==> config.mk <==
export PLATFORM = sky130hd
export DESIGN_NAME = axis_count_receiver_flat
export DESIGN_NICKNAME = d
export VERILOG_FILES = /design/src/rtl/freq_meter_pkg.sv /design/src/rtl/axi_if.sv /design/src/rtl/sync_fifo.sv /design/src/rtl/axis_count_receiver.sv /design/src/flat_wrapper.sv
export SDC_FILE = /design/constraint.sdc
export NUM_CORES = 1
export LEC_CHECK = 0
export ABC_AREA = 1
export CORE_MARGIN = 8
export CORE_UTILIZATION = 46
export CTS_CLUSTER_DIAMETER = 50
export CTS_CLUSTER_SIZE = 24
export DETAILED_ROUTE_END_ITERATION = 7
export PLACE_DENSITY_LB_ADDON = 0.2
export SYNTH_ARGS = -nofsm -noshare
export SYNTH_HDL_FRONTEND = slang
export SYNTH_SLANG_ARGS = --single-unit
==> constraint.sdc <==
create_clock -name clk -period 1.9 [get_ports clk]
set_clock_uncertainty 0.2 [all_clocks]
set_input_delay 0.38 -clock clk [delete_from_list [all_inputs] [get_ports clk]]
set_output_delay 0.38 -clock clk [all_outputs]
set_load 0.1 [all_outputs]
==> src/rtl/freq_meter_pkg.sv <==
// Shared widths and types for the frequency-meter stream path.
`default_nettype none

package freq_meter_pkg;
  localparam int AXI_DATA_W  = 32;
  localparam int COUNT_W_DEF = 16;

  typedef logic [COUNT_W_DEF-1:0] count_t;
endpackage

`default_nettype wire

==> src/rtl/axi_if.sv <==
// Single-beat AXI-Stream link between the counter path and its consumers.
`default_nettype none

interface axi_if
  import freq_meter_pkg::*;
#(
  parameter int DATA_W = AXI_DATA_W
) ();
  logic              tvalid;
  logic              tready;
  logic [DATA_W-1:0] tdata;
  logic              tlast;

  modport master (output tvalid, output tdata, output tlast, input tready);
  modport slave  (input tvalid, input tdata, input tlast, output tready);
endinterface

`default_nettype wire

==> src/rtl/sync_fifo.sv <==
// Single-clock FIFO with occupancy counter; rdata is the head entry (show-ahead).
`default_nettype none

module sync_fifo #(
  parameter int WIDTH = 16,
  parameter int DEPTH = 4
) (
  input  wire logic             clk,
  input  wire logic             rst,
  input  wire logic             push,
  input  wire logic             pop,
  input  wire logic [WIDTH-1:0] wdata,
  output logic      [WIDTH-1:0] rdata,
  output logic                  full,
  output logic                  empty
);
  localparam int AW = $clog2(DEPTH);
  localparam int CW = $clog2(DEPTH + 1);

  logic [WIDTH-1:0] mem_q [DEPTH];
  logic [AW-1:0]    wr_ptr_q, wr_ptr_d;
  logic [AW-1:0]    rd_ptr_q, rd_ptr_d;
  logic [CW-1:0]    cnt_q, cnt_d;
  logic             push_ok;
  logic             pop_ok;

  assign full    = (cnt_q == CW'(DEPTH));
  assign empty   = (cnt_q == '0);
  assign push_ok = push & ~full;
  assign pop_ok  = pop & ~empty;
  assign rdata   = mem_q[rd_ptr_q];

  always_comb begin
    wr_ptr_d = wr_ptr_q;
    rd_ptr_d = rd_ptr_q;
    cnt_d    = cnt_q;
    if (push_ok) wr_ptr_d = wr_ptr_q + AW'(1);
    if (pop_ok)  rd_ptr_d = rd_ptr_q + AW'(1);
    case ({push_ok, pop_ok})
      2'b10:   cnt_d = cnt_q + CW'(1);
      2'b01:   cnt_d = cnt_q - CW'(1);
      default: cnt_d = cnt_q;
    endcase
  end

  always_ff @(posedge clk) begin
    if (rst) begin
      wr_ptr_q <= '0;
      rd_ptr_q <= '0;
      cnt_q    <= '0;
    end else begin
      wr_ptr_q <= wr_ptr_d;
      rd_ptr_q <= rd_ptr_d;
      cnt_q    <= cnt_d;
    end
  end

  // Storage needs no reset: occupancy gates every read.
  always_ff @(posedge clk) begin
    if (push_ok) mem_q[wr_ptr_q] <= wdata;
  end
endmodule

`default_nettype wire

==> src/rtl/axis_count_receiver.sv <==
// Stream sink for count packets: buffers counts, tracks latest value, packet count and error flags.
`default_nettype none

module axis_count_receiver
  import freq_meter_pkg::*;
#(
  parameter int DEPTH     = 4,
  parameter int COUNT_W   = COUNT_W_DEF,
  parameter int PKT_CNT_W = 16
) (
  input  wire logic                 clk,
  input  wire logic                 rst,
  axi_if.slave                      axi,
  output logic      [COUNT_W-1:0]   count_data,
  output logic                      count_valid,
  input  wire logic                 count_ready,
  output logic      [COUNT_W-1:0]   last_count,
  output logic      [PKT_CNT_W-1:0] pkt_cnt,
  output logic                      fmt_err,
  input  wire logic                 err_clr,
  output logic                      overflow
);
  logic                 rdy_en_q;
  logic [COUNT_W-1:0]   last_q, last_d;
  logic [PKT_CNT_W-1:0] pkt_q, pkt_d;
  logic                 fmt_q, fmt_d;
  logic                 ovf_q, ovf_d;
  logic                 stall_q, stall_d;
  logic                 fifo_full, fifo_empty;
  logic [COUNT_W-1:0]   fifo_rdata;
  logic                 accept, pop, stall_now, bad_beat;

  // Ready is held low for the first cycle out of reset, then tracks fullness only.
  assign axi.tready = rdy_en_q & ~fifo_full;
  assign accept     = axi.tvalid & axi.tready;
  assign stall_now  = axi.tvalid & ~axi.tready;
  assign bad_beat   = ~axi.tlast | ((axi.tdata >> COUNT_W) != '0);

  assign count_valid = ~fifo_empty;
  assign count_data  = fifo_empty ? '0 : fifo_rdata;
  assign pop         = count_valid & count_ready;
  assign last_count  = last_q;
  assign pkt_cnt     = pkt_q;
  assign fmt_err     = fmt_q;
  assign overflow    = ovf_q;

  sync_fifo #(
    .WIDTH (COUNT_W),
    .DEPTH (DEPTH)
  ) u_fifo (
    .clk   (clk),
    .rst   (rst),
    .push  (accept),
    .pop   (pop),
    .wdata (axi.tdata[COUNT_W-1:0]),
    .rdata (fifo_rdata),
    .full  (fifo_full),
    .empty (fifo_empty)
  );

  // A new error in the same cycle as err_clr wins over the clear.
  always_comb begin
    last_d  = last_q;
    pkt_d   = pkt_q;
    if (accept) begin
      last_d = axi.tdata[COUNT_W-1:0];
      pkt_d  = pkt_q + PKT_CNT_W'(1);
    end
    fmt_d   = (accept & bad_beat) | (fmt_q & ~err_clr);
    ovf_d   = (stall_now & stall_q) | (ovf_q & ~err_clr);
    stall_d = stall_now;
  end

  always_ff @(posedge clk) begin
    if (rst) begin
      rdy_en_q <= 1'b0;
      last_q   <= '0;
      pkt_q    <= '0;
      fmt_q    <= 1'b0;
      ovf_q    <= 1'b0;
      stall_q  <= 1'b0;
    end else begin
      rdy_en_q <= 1'b1;
      last_q   <= last_d;
      pkt_q    <= pkt_d;
      fmt_q    <= fmt_d;
      ovf_q    <= ovf_d;
      stall_q  <= stall_d;
    end
  end
endmodule

`default_nettype wire
==> src/flat_wrapper.sv <==
// flat-port wrapper written by rule: the top's interface ports become plain ports
module axis_count_receiver_flat import freq_meter_pkg::*;
#(
  parameter int DEPTH     = 4,
  parameter int COUNT_W   = COUNT_W_DEF,
  parameter int PKT_CNT_W = 16
)
  (clk, rst, count_data, count_valid, count_ready, last_count, pkt_cnt, fmt_err, err_clr, overflow, axi_tvalid, axi_tdata, axi_tlast, axi_tready);
  axi_if axi_i ();
  input  wire logic clk;
  input  wire logic rst;
  output logic      [COUNT_W-1:0] count_data;
  output logic count_valid;
  input  wire logic count_ready;
  output logic      [COUNT_W-1:0] last_count;
  output logic      [PKT_CNT_W-1:0] pkt_cnt;
  output logic fmt_err;
  input  wire logic err_clr;
  output logic overflow;
  input wire logic [$bits(axi_i.tvalid)-1:0] axi_tvalid;
  input wire logic [$bits(axi_i.tdata)-1:0] axi_tdata;
  input wire logic [$bits(axi_i.tlast)-1:0] axi_tlast;
  output wire logic [$bits(axi_i.tready)-1:0] axi_tready;
  assign axi_i.tvalid = axi_tvalid;
  assign axi_i.tdata = axi_tdata;
  assign axi_i.tlast = axi_tlast;
  assign axi_tready = axi_i.tready;
  axis_count_receiver #(.DEPTH(DEPTH), .COUNT_W(COUNT_W), .PKT_CNT_W(PKT_CNT_W)) u_core (.clk(clk), .rst(rst), .axi(axi_i), .count_data(count_data), .count_valid(count_valid), .count_ready(count_ready), .last_count(last_count), .pkt_cnt(pkt_cnt), .fmt_err(fmt_err), .err_clr(err_clr), .overflow(overflow));
endmodule
==> metrics, run 1 <==
status=finished, violations left; failing checks=negative setup slack; First-pass DRT Iterations=5; unique cell type count in the Yosys netlist=24; Post-Route WL=11,500 um; Critical path buffers and inverters=3; GRT Overall Usage=0.179; clock buffer depth=2; Die Y=115 um; Clock Power Share=0.150; Final min period=2.21 ns; Post-Syn Area=4480 um2; ANT cells=0; # Max-Cap Violations=0; CP max stage delay=0.40 ns; maximum vdd drop=1.22 mV; Least-Margin Pin Slew=0.309 ns; pwr dens=1260 nW/um2; Critical Path, Cell by Cell=inv_2 > buf_12 > o21ai_1 > a21oi_4 > buf_12; reg2reg setup slack=-0.12 ns; r2r startpoint=u_core.u_fifo.cnt_q[0]; standard-cell row count=36; initial DRC count=170; CP Data Arrival Time=1.63 ns; Layout area overhead=52.8%; Tcrit/Tclk final=1.16; DIE AREA=13,200 um2; CP endpoint=count_data[13]; Final WS setup=-0.307 ns; number of global-route vias before repair=3,689; layout cell share with drive strength beyond 1=0.310; Port Buffers=89; clock-pin slew on the worst setup and hold paths=0.10 ns; global route overflow=0; DP HPWL=7570 um; CP top delay family=buffers and inverters; Remaining DRCs=0; first-pass GRT wire length=18,400 um; cell-internal power=4.81 mW; Overall Power=8.61 mW; Setup Crit Path Kind=flop to primary output; Clock Sinks=109; fmax=0.453 GHz; Max stage delay cell, worst path=dfxtp_4; Vias=3,590; Seq/Total Area, Yosys=0.629; Fin Setup TNS=-4.64 ns; core area=9640 um2; Ports=90; most used cell, CP=buf_12; final setup fails=19; critical path required time=1.32 ns; Synth Register Bits=109; H-Tree Depth=3; TritonCTS Buffers=9; DR WL/cell=16.0 um; pin count of the biggest net entering global routing=25; combinational fraction of design power=0.533; syn_area_per_cell=9.54 um2; CTS tree=built; root buf cell=clkbuf_8; CP Capture Type=primary output; reg2reg end=u_core.u_fifo.cnt_q[2]; antenna violations before repair=0; Setup WS pre-CTS=-0.364 ns; Pleak=2.45 nW; syn nets=515; clk_lat worst skew=0.36 ns; Critical Path Start Type=flop; HP Class=flop to flop; Post-CTS Hold Buffers=0; sequential share of power=0.317; placer congestion estimate=0.792; Die X-Extent=115 um; Final Max Slew Viols=0; ANT nets after route=0; Starting Density=0.465; worst reg-to-reg path cell count=11; fillers=712; Final nets=624; unrepaired setup endpoints after global routing=yes; Yosys Warn Count=0; Crit path depth=5; CP max FO=16; Syn Inst Count=470; Sw Ratio=0.442; Slew Limit Headroom=0.792; Fin. Hold Viols=0; P_sw=3.80 mW; drt via density=5.01
## placed cells by master (no fill, tap or decap), types with 12 or more instances in the layout
cell type / n
dfxtp_2: 12
a21oi_4: 16
buf_12: 59
buf_4: 18
nor2_2: 18
a21oi_1: 33
edfxtp_1: 64
clkdlybuf4s50_1: 37
o21ai_2: 14
nor2_1: 88
inv_1: 25
dfxtp_1: 29
nand2_1: 79
o21ai_1: 20
## worst reg2reg max path, cell delays in order (launching register included)
cell and delay (ns):
dfxtp_2 0.35, nor2_4 0.19, buf_6 0.13, nand2_4 0.06, nand3_4 0.09, ha_4 0.13, inv_2 0.04, fa_2 0.35
a21oi_2 0.13, o21ai_1 0.09, o21ai_1 0.11, a21oi_1 0.06
## state kept, by name, summed over array words and instances, names as in the netlist, 2 cells and up, named ones only
signal	flops
u_core.pkt_cnt	16
u_core.u_fifo.wr_ptr_q	2
u_core.u_fifo.rd_ptr_q	2
u_core.u_fifo.cnt_q	3
u_core.last_count	16
u_core.u_fifo.mem_q	64
## power by group through the flow
stage	logic, mW	registers, mW	clock network (mW)
finish	4.59	2.73	1.29
detailed placement	4.29	2.76	0
CTS	4.51	2.72	1.31
global route	4.79	2.74	1.40
floorplan	2.61	2.92	0
global placement	4.24	2.75	0
## area by class of cell
class	instances	area, um2	area share
repair buffers	118	1780	0.259
multi-input cells	309	1750	0.256
inverters	32	130	0.0190
well taps	133	166	0.0243
flip-flops and latches	109	2850	0.416
clock buffers	10	128	0.0186
clock inverters	6	46.3	0.00676
## per-stage QoR
step | area [um2] | hold WS [ns] | utilization | instances
after CTS | 6770 | 0.256 | 0.702 | 716
final | 6850 | 0.255 | 0.711 | 717
after global routing | 6850 | 0.290 | 0.711 | 717
after global placement | 6440 | 0.206 | 0.668 | 692
after floorplan | 4760 | 0.196 | - | 470
after detailed placement | 6440 | 0.234 | 0.668 | 692
## layer usage
metal / global-route usage / wire length (um) / up-vias
li1: - / - / 1771
met1: 0.220 / 4880 / 1674
met2: 0.294 / 5580 / 129
met3: 0.0488 / 847 / 16
met4: 0.0665 / 174 / 0
met5: 0 / 0 / -
## how the worst min path moves through the flow
stage,cells after the start,endpoint,startpoint
floorplan,2,u_core.overflow,u_core.stall_q
global placement,2,u_core.overflow,u_core.stall_q
detailed placement,2,u_core.overflow,u_core.stall_q
CTS,2,flop,u_core.u_fifo.rd_ptr_q[1]
global route,2,u_core.overflow,u_core.stall_q
finish,2,u_core.overflow,u_core.stall_q
## synth_stat cells
master    instances  share of area
buf_2             7         0.0078
a21oi_1          51          0.057
buf_4             4         0.0067
dfxtp_1          45           0.20
nor3_1            1         0.0011
inv_1            31          0.026
nor2_1          106          0.089
clkbuf_2          2         0.0022
nand3_1          11          0.012
a21oi_2           2         0.0039
nand4_1           2         0.0028
fa_1              1         0.0045
nor2_2            1         0.0014
nand2_1          81          0.068
o21ai_0          39          0.044
nand2_2           2         0.0028
buf_6             2         0.0050
ha_1              6          0.017
edfxtp_1         64           0.43
xor2_1            3         0.0059
inv_4             1         0.0014
nand3_4           1         0.0039
nor2_4            2         0.0050
clkbuf_1          5         0.0042
## logic make-up (layout without fill, tap and decap cells)
family	count (synthesis)	count (layout)	synth area share
adder cells (fa/ha/maj)	7	7	0.0212
flip-flops	109	109	0.629
AO/OA/AOI/OAI	92	92	0.104
AND/OR/NAND/NOR	207	207	0.186
buffers and inverters	52	166	0.0533
XOR/XNOR	3	3	0.00586
## what timing repair did
| action | in CTS | in global routing |
|---|---|---|
| buffers inserted | 6 | 1 |
| gates cloned | 2 | 1 |
| resized for setup | 54 | 20 |
| pin swaps | 8 | 3 |
| endpoints found under the setup margin | 19 | 81 |
| endpoints found under the hold margin | 0 | 0 |
Note: power is estimated with default switching activity, not from simulation.
==> run 2: changes to the inputs <==
--- a/config.mk
+++ b/config.mk
@@ -5,7 +5,6 @@
 export SDC_FILE = /design/constraint.sdc
 export NUM_CORES = 1
 export LEC_CHECK = 0
-export ABC_AREA = 1
 export CORE_MARGIN = 8
 export CORE_UTILIZATION = 46
 export CTS_CLUSTER_DIAMETER = 50
==> constraint.sdc (replaced) <==
create_clock -name clk -period 1.8 [get_ports clk]
set_clock_uncertainty 0.2 [all_clocks]
set_input_delay 0.36 -clock clk [delete_from_list [all_inputs] [get_ports clk]]
set_output_delay 0.36 -clock clk [all_outputs]
set_load 0.1 [all_outputs]
==> run 2 against run 1 <==
The flow still finishes with violations (negative setup slack). Clock power grew 11%. Routed wire length shrank 9.6%. Register-to-register slack lost 0.27 ns. Hold slack gained 0.035 ns. Clock-buffer cell count is the same. Synthesized cell count shrank 31%. Critical path type unchanged. Highest routed layer unchanged.
==> metrics, run 2 <==
status=finished, violations left; failing checks=negative setup slack; max reg flops=64; fmax=0.436 GHz; drt via density=5.32; Post-synth EDFFs=64; Die Y=113 um; Pleak=2.37 nW; unique cell type count in the Yosys netlist=31; Critical Path, Cell by Cell=buf_12 > mux4_2 > and2_4 > buf_12; Async SR Flop Fraction=0; CP Capture Type=primary output; pwr dens=1390 nW/um2; TritonCTS Buffers=9; Critical Path Start Type=flop; top-count cell post-synth=edfxtp_1; standard-cell row count=35; Syn Inst Count=326; fillers=589; cell-internal power=5.64 mW; Post-Syn Area=4310 um2; Port Buffers=89; Fin. Hold Viols=0; # Max-Cap Violations=0; Clock Sinks=109; DR WL/cell=18.3 um; ANT nets after route=0; CTS tree=built; number of global-route vias before repair=3,171; Post-Route WL=10,400 um; CP max stage delay=0.51 ns; Fin Hold WS=0.290 ns; initial DRC count=149; clock-pin slew on the worst setup and hold paths=0.10 ns; clock buffer depth=2; Most flops, register=u_core.u_fifo.mem_q; Max stage delay cell, worst path=mux4_2; Overall Power=9.31 mW; ANT cells=0; first-pass GRT wire length=16,000 um; commonest cells in the netlist=edfxtp_1, dfxtp_1, nand2_1; Final Max Slew Viols=0; root buf cell=clkbuf_8; Tcrit/Tclk final=1.27; Starting Density=0.471; met3 usage=0.0517; Die X-Extent=113 um; CP top delay family=multiplexers; Final min period=2.29 ns; Sw Ratio=0.394; global route overflow=0; placed cell count=536; commonest non-fill, non-tap cell in the layout=edfxtp_1; final setup fails=27; Fin Setup TNS=-9.35 ns; DP HPWL=6960 um; Setup Crit Path Kind=flop to primary output; syn nets=371; H-Tree Depth=3; Setup WS pre-CTS=-0.660 ns; DIE AREA=12,700 um2; Clock Power Share=0.153; Area contributors post-synth=edfxtp_1, dfxtp_1, mux4_2; Critical path buffers and inverters=2; post-layout util=0.733; Non-Filler Instances=568; Final WS setup=-0.491 ns; Seq/Total Area, Yosys=0.654; combinational fraction of design power=0.533; area share of the leading cell type in the synthesized netlist=0.445; Synth area leader=edfxtp_1; most used cell, CP=buf_12; core area=9150 um2; pin count of the biggest net entering global routing=21; met1 GRT Util=0.177; placer congestion estimate=0.753; sequential share of power=0.314; First-pass DRT Iterations=4; top_reg_cell synth=edfxtp_1; Least-Margin Pin Slew=0.380 ns; Ports=90; antenna violations before repair=0; Vias=3,020; CP max FO=6; Layout area overhead=55.5%; Slew Limit Headroom=0.744; GR Util met2=0.287; HP Class=flop to flop; GRT Overall Usage=0.160; clk_lat worst skew=0.35 ns; Remaining DRCs=0; Final nets=497; Synth Register Bits=109; placed cell areas=6220 um2; final instance area=6710 um2; syn_area_per_cell=13.2 um2; Yosys Warn Count=0; most frequent cells in the layout=edfxtp_1, buf_12, nand2_1, clkdlybuf4s50_1, dfxtp_1; critical path required time=1.24 ns; layout cell share with drive strength beyond 1=0.414; maximum vdd drop=0.924 mV; CP Data Arrival Time=1.73 ns; global route hottest layer=met2; unrepaired setup endpoints after global routing=yes; P_sw=3.67 mW
-- run 2: changes by cell type in the layout (fill, tap and decap cells not counted), sizes merged, moves of 19 or more --
cell   previous run  this run
and2              0        19
nand2            83        41
a21oi            53        27
o21ai            39         8
inv              32         9
nor2            109        17
-- run 2: worst paths after layout --
check,end,start,cells after the start,slack [ns]
setup / recovery,count_data[12],flop,4,-0.49
hold / removal,u_core.overflow,u_core.stall_q,1,0.29
setup reg to reg,u_core.u_fifo.cnt_q[2],u_core.u_fifo.cnt_q[0],10,-0.39
hold reg to reg,u_core.overflow,u_core.stall_q,1,0.29
-- run 2: power groups by stage --
stage	clock network [mW]	registers, mW	logic (mW)
after global placement	0	2.94	4.34
final	1.43	2.92	4.96
after floorplan	0	3.13	2.77
after global routing	1.57	2.94	5.15
after detailed placement	0	2.95	4.38
after CTS	1.46	2.90	4.58
-- run 2: metal layers --
layer / share of wire / wire length [um]
met2: 0.54 / 5570
met1: 0.39 / 4070
met4: 0.0066 / 68
met3: 0.063 / 658
met5: 0 / 0
-- run 2: repair_timing --
action	in CTS	in global routing
cloned	0	3
endpoints found under the setup margin	26	30
resized for setup	22	16
hold buffers	0	0
pin swaps	21	12
buffers inserted	8	6
-- run 2: worst reg2reg max path, stage by stage (launching register included) --
cell	delay (ns)
dfxtp_4	0.37
buf_12	0.12
nor3b_4	0.21
nor2_2	0.07
inv_2	0.07
ha_4	0.13
inv_2	0.03
fa_2	0.32
xor2_1	0.15
or3_1	0.33
a21oi_2	0.12
-- run 2: kinds of logic after synthesis --
kind of cell / count (synthesis) / synth area share
DFF: 109 / 0.654
adders and majority gates: 7 / 0.0220
muxes: 16 / 0.0835
xor gates and xnor gates: 13 / 0.0264
and+or+nand+nor: 119 / 0.146
AOI/OAI and AO/OA: 37 / 0.0452
buffers and inverters: 25 / 0.0229
-- run 2: area by class of cell --
cell class	count	area (um2)	area share
clock buffers	10	128	0.0190
inverters	9	33.8	0.00504
repair buffers	131	1910	0.284
well taps	111	139	0.0207
multi-input cells	192	1560	0.233
flip-flops and latches	109	2880	0.429
clock inverters	6	63.8	0.00951
